[src/rtl/vm_defs.sv]
// vm_defs: money width, coin values and dispenser state encoding shared across the vending machine
package vm_defs;
    localparam int MONEY_W = 12;
    localparam int V_5Y    = 50;
    localparam int V_1Y    = 10;
    localparam int V_5J    = 5;
    typedef enum logic [2:0] {S_IDLE, S_SEL, S_PULSE, S_GAP, S_DONE} state_t;
endpackage

[src/rtl/pulse_timer.sv]
// pulse_timer: loadable down-counter whose expire strobe marks the last cycle of a timed interval
module pulse_timer #(
    parameter int W = 3
) (
    input  logic         clk,
    input  logic         reset,
    input  logic         i_load,
    input  logic [W-1:0] i_value,
    output logic         o_expire
);
    logic [W-1:0] r_cnt;
    // reload on request, otherwise count down and rest at zero
    always_ff @(posedge clk or negedge reset)
        if (!reset) r_cnt <= '0;
        else if (i_load) r_cnt <= i_value;
        else if (r_cnt != '0) r_cnt <= r_cnt - 1'b1;
    // a zero-length load still yields a single-cycle interval instead of hanging
    assign o_expire = r_cnt <= W'(1);
endmodule

[src/rtl/change_dispenser.sv]
// change_dispenser: pays out remaining credit greedily as 5-yuan, 1-yuan and 5-jiao coin pulses
module change_dispenser
    import vm_defs::*;
#(
    parameter int PULSE_CYCLES = 4,
    parameter int GAP_CYCLES   = 2
) (
    input  logic               clk,
    input  logic               reset,
    input  logic               start,
    input  logic [MONEY_W-1:0] amount,
    input  logic               abort,
    input  logic               empty_5y,
    input  logic               empty_1y,
    input  logic               empty_5j,
    output logic               busy,
    output logic               coin_5y,
    output logic               coin_1y,
    output logic               coin_5j,
    output logic               done,
    output logic [MONEY_W-1:0] residue,
    output logic [5:0]         n_5y,
    output logic [5:0]         n_1y,
    output logic [5:0]         n_5j
);
    localparam int T_MAX = PULSE_CYCLES > GAP_CYCLES ? PULSE_CYCLES : GAP_CYCLES;
    localparam int T_W   = $clog2(T_MAX + 1);
    state_t             r_state;
    logic [MONEY_W-1:0] r_remain;
    logic               r_abort;
    logic               w_ok_5y, w_ok_1y, w_ok_5j, w_go, w_load, w_expire;
    logic [MONEY_W-1:0] w_paid;
    logic [T_W-1:0]     w_value;
    assign w_ok_5y = !empty_5y && r_remain >= MONEY_W'(V_5Y);
    assign w_ok_1y = !empty_1y && r_remain >= MONEY_W'(V_1Y);
    assign w_ok_5j = !empty_5j && r_remain >= MONEY_W'(V_5J);
    assign w_go    = !r_abort && (w_ok_5y || w_ok_1y || w_ok_5j);
    assign w_paid  = coin_5y ? MONEY_W'(V_5Y) : coin_1y ? MONEY_W'(V_1Y) : MONEY_W'(V_5J);
    assign w_load  = (r_state == S_SEL && w_go) || (r_state == S_PULSE && w_expire);
    assign w_value = r_state == S_SEL ? T_W'(PULSE_CYCLES) : T_W'(GAP_CYCLES);
    pulse_timer #(.W(T_W)) u_timer (
        .clk      (clk),
        .reset    (reset),
        .i_load   (w_load),
        .i_value  (w_value),
        .o_expire (w_expire)
    );
    // payout sequencer; the active coin output doubles as the record of which coin is in flight
    always_ff @(posedge clk or negedge reset)
        if (!reset) begin
            r_state  <= S_IDLE;
            r_remain <= '0;
            r_abort  <= 1'b0;
            busy     <= 1'b0;
            coin_5y  <= 1'b0;
            coin_1y  <= 1'b0;
            coin_5j  <= 1'b0;
            done     <= 1'b0;
            residue  <= '0;
            n_5y     <= '0;
            n_1y     <= '0;
            n_5j     <= '0;
        end else begin
            if (r_state != S_IDLE && abort) r_abort <= 1'b1;
            case (r_state)
                S_IDLE: if (start) begin
                    r_remain <= amount;
                    residue  <= '0;
                    n_5y     <= '0;
                    n_1y     <= '0;
                    n_5j     <= '0;
                    busy     <= 1'b1;
                    r_state  <= S_SEL;
                end
                S_SEL: if (w_go) begin
                    coin_5y <= w_ok_5y;
                    coin_1y <= !w_ok_5y && w_ok_1y;
                    coin_5j <= !w_ok_5y && !w_ok_1y && w_ok_5j;
                    r_state <= S_PULSE;
                end else begin
                    busy    <= 1'b0;
                    done    <= 1'b1;
                    residue <= r_remain;
                    r_state <= S_DONE;
                end
                S_PULSE: if (w_expire) begin
                    r_remain <= r_remain - w_paid;
                    n_5y     <= n_5y + 6'(coin_5y && n_5y != 6'd63);
                    n_1y     <= n_1y + 6'(coin_1y && n_1y != 6'd63);
                    n_5j     <= n_5j + 6'(coin_5j && n_5j != 6'd63);
                    coin_5y  <= 1'b0;
                    coin_1y  <= 1'b0;
                    coin_5j  <= 1'b0;
                    r_state  <= S_GAP;
                end
                S_GAP: if (w_expire) r_state <= S_SEL;
                S_DONE: begin
                    done    <= 1'b0;
                    r_abort <= 1'b0;
                    r_state <= S_IDLE;
                end
                default: r_state <= S_IDLE;
            endcase
        end
endmodule

[config.mk]
export PLATFORM = sky130hd
export DESIGN_NAME = change_dispenser
export DESIGN_NICKNAME = d
export VERILOG_FILES = /design/src/rtl/vm_defs.sv /design/src/rtl/pulse_timer.sv /design/src/rtl/change_dispenser.sv
export SDC_FILE = /design/constraint.sdc
export NUM_CORES = 1
export LEC_CHECK = 0
export ABC_AREA = 1
export CAP_MARGIN = 20
export CORE_MARGIN = 10
export CORE_UTILIZATION = 48
export CTS_CLUSTER_SIZE = 24
export DETAILED_ROUTE_END_ITERATION = 8
export PLACE_DENSITY = 0.76
export SLEW_MARGIN = 20
export SYNTH_ARGS = -nofsm -noshare
export SYNTH_HDL_FRONTEND = slang
export SYNTH_SLANG_ARGS = --single-unit
[constraint.sdc]
create_clock -name clk -period 1.99 [get_ports clk]
set_input_delay 0.597 -clock clk [delete_from_list [all_inputs] [get_ports clk]]
set_output_delay 0.597 -clock clk [all_outputs]
set_load 0.01 [all_outputs]
==> flow_summary.ini <==
[synth]
synth-async-reset-ratio = 1.00
synthFlopType = dfrtp_1
synth_edf_count = 0
synth_area_um2 = 3220
yosysTopAreaCellShare = 0.419
synth_cell_types = 36
yosysWarnings = 0
synth_cells = 412
ys_top_cells_by_area = dfrtp_1, nand2_1, nand3_1
synth_common_cells = nand2_1, dfrtp_1, inv_1, nand3_1, nor2_1
yosys_register_bits = 54
synth_most_common_cell = nand2_1
syn_avg_cell_area_um2 = 7.82
yosysTopAreaCell = dfrtp_1
synth_fp_nets = 447
yosysSeqAreaShare = 0.419

[cts]
clock_sinks = 54
cts_root_buf = clkbuf_8
cts_tree = built
clk_latency_ps = 310
cts.path.max_buffers = 2
clk_pin_slew_worst_paths_ps = 110
cts_buffers = 5
cts_hold_buf = 0
htree_levels = 2

[sta]
period_needed_ps = 1930
relSlewSlack = 0.727
worstMarginPinSlew_ps = 409
finalCritPeriodShare = 0.970
fin_skew_ps = 13.3
finalSetupViolCount = 0
hold_viol_final = 0
slew_violations = 0
max_freq_ghz = 0.518

[drt]
drtIter0Drc = 140
routed_wl_um = 8230
dr.pass1.iters = 4
vias = 2928
route.antenna.remaining_nets = 0
drc = 0
wl_per_cell_um = 14.8
viasPerCell = 5.28

[power_and_ir_drop]
power_frac_seq = 0.297
p_total_mw = 5.99
pwr-share-comb = 0.595
power_frac_clock = 0.109
p_leak_nw = 1.98
max-vdd-ir-drop_mv = 0.920
switching_power_mw = 2.81
internal-power_mw = 3.18
p_per_area_nw_per_um2 = 1460
netSwitchingFraction = 0.468

[grt]
overflow = 0
grt_pass1_vias = 2810
grtUsageTotal = 0.157
antenna_found_initial = 0
grt_max_degree = 55
grt_first_pass_wirelength_um = 13300

[placement]
place_hpwl_um = 6020
place_congestion = 0.905
io_buffers = 53

[worst_setup_path]
worstReg2RegEnd = r_remain[10]
cp_slowest_cell = clkdlybuf4s50_1
crit_chain = clkdlybuf4s50_1
cpPeakStageDelay_ps = 570
crit_path_start_kind = register
path_max_fanout = 5
crit_buf_inv = 1
required_ps = 1390
cp-startpoint = n_5y[1]
r2r_cells = 13
path_class = register to output port
end_kind = output port
worstPathArrival_ps = 1330
critical_path.top_delay_family = buffers and inverters
reg2reg_slack_ps = 130
r2r-start = coin_5y

[floorplanning]
die-area_um2 = 10400
die_x_um = 102
core_um2 = 6420
start_util = 0.502
ios = 54
row_count = 29
die_height_um = 102

[cells_and_area]
final_nets = 512
antennaDiodeCount = 0
final_util = 0.639
area_delta_synth_final_pct = 27.4
drive_gt1_frac = 0.140

[worst_hold_path]
hold_class = primary input to asynchronous set/reset pin

[flow_run]
drv_cap = 0

[status]
outcome = complete, no violations
[per-layer routing]
layer / GRT usage / vias up / part of all wire / routed length (um)
li1: - / 1471 / - / -
met2: 0.264 / 71 / 0.49 / 4040
met1: 0.197 / 1380 / 0.44 / 3650
met5: 0 / - / 0 / 0
met3: 0.0364 / 6 / 0.060 / 491
met4: 0.0477 / 0 / 0.0058 / 48
[worst max-delay path by stage]
stage               slack [ps]      endpoint  cells past startpoint
global route               -30   r_remain[9]                     11
global placement           -20       n_5j[3]                      9
detailed placement        -110   r_remain[6]                     11
floorplan                   50   r_remain[6]                     11
CTS                         20  r_remain[10]                     13
finish                      60       n_5y[1]                      1
[sequential cells by signal, indices dropped and copies added (netlist names)]
signal         cells
coin_1y            1
n_5j               6
n_5y               6
coin_5y            1
residue           12
coin_5j            1
r_abort            1
r_state            3
r_remain          12
done               1
busy               1
u_timer.r_cnt      3
n_1y               6
[metrics by stage]
stage | worst slack, ps | instances | instance area, um2 | TNS, ps | hold slack (ps)
6_report | 60.2 | 555 | 4110 | 0 | 244
5_1_grt | -26.6 | 555 | 4110 | -31.5 | 270
4_1_cts | 15.1 | 554 | 4020 | 0 | 267
3_5_place_dp | -106 | 546 | 3910 | -441 | 486
3_3_place_gp | -22.5 | 546 | 3910 | -27.5 | 481
2_1_floorplan | 54.2 | 412 | 3220 | 0 | 301
[layout make-up]
| class | count | area [um2] |
|---|---|---|
| Inverter | 48 | 188 |
| Sequential cell | 54 | 1350 |
| Clock buffer | 5 | 68.8 |
| Fill cell | 563 | 2320 |
| Clock inverter | 3 | 26.3 |
| Multi-Input combinational cell | 298 | 1700 |
| Tap cell | 77 | 96.3 |
| Timing Repair Buffer | 70 | 679 |
[cell families (layout without fill, tap and decap cells)]
| family | count (synthesis) | after routing | synth area share |
|---|---|---|---|
| AOI/OAI and AO/OA | 51 | 51 | 0.101 |
| buffers and inverters | 60 | 126 | 0.0819 |
| adders and majority gates | 16 | 16 | 0.0645 |
| xor gates and xnor gates | 7 | 7 | 0.0190 |
| DFF | 54 | 54 | 0.419 |
| and+or+nand+nor | 224 | 224 | 0.314 |
[power by group through the flow]
stage,Combinational [mW],Sequential [mW],Clock (mW)
6_report,3.56,1.78,0.651
5_1_grt,3.98,1.82,0.700
4_1_cts,3.30,1.75,0.667
3_5_place_dp,3.25,1.77,0
3_3_place_gp,3.16,1.76,0
2_1_floorplan,2.19,1.77,0
[what timing repair did]
action,CTS,global route
endpoints found under the setup margin,7,10
buffers inserted,0,1
pin swaps,0,7
gates resized for setup,6,19
[worst register-to-register path, stage by stage, from the launching register on]
cell	delay (ps)
dfrtp_1	440
nor2_4	130
ha_1	150
inv_1	60
fa_2	360
nand3_2	90
nand2_2	70
nand3_2	110
nand3_1	100
nor2_1	110
nor2_1	50
nand2_1	60
nand2_1	40
nand2_1	50
[cells in the final DEF, fill, tap and decap left out, drive strengths merged]
| cell | instances |
|---|---|
| dfrtp | 54 |
| nor3 | 3 |
| o211ai | 3 |
| buf | 18 |
| o21ai | 18 |
| xnor2 | 1 |
| a31oi | 5 |
| nand4 | 9 |
| nor2 | 49 |
| nand3 | 48 |
| inv | 48 |
| clkdlybuf4s50 | 50 |
| or2 | 3 |
| fa | 1 |
| a22o | 5 |
| xor2 | 6 |
| nand3b | 2 |
| nand2 | 110 |
| o21a | 1 |
| dlygate4sd2 | 2 |
| ha | 15 |
| clkbuf | 5 |
| clkinv | 3 |
| a21oi | 14 |
| o31ai | 5 |
No activity file was read; power rests on OpenSTA's default activity.
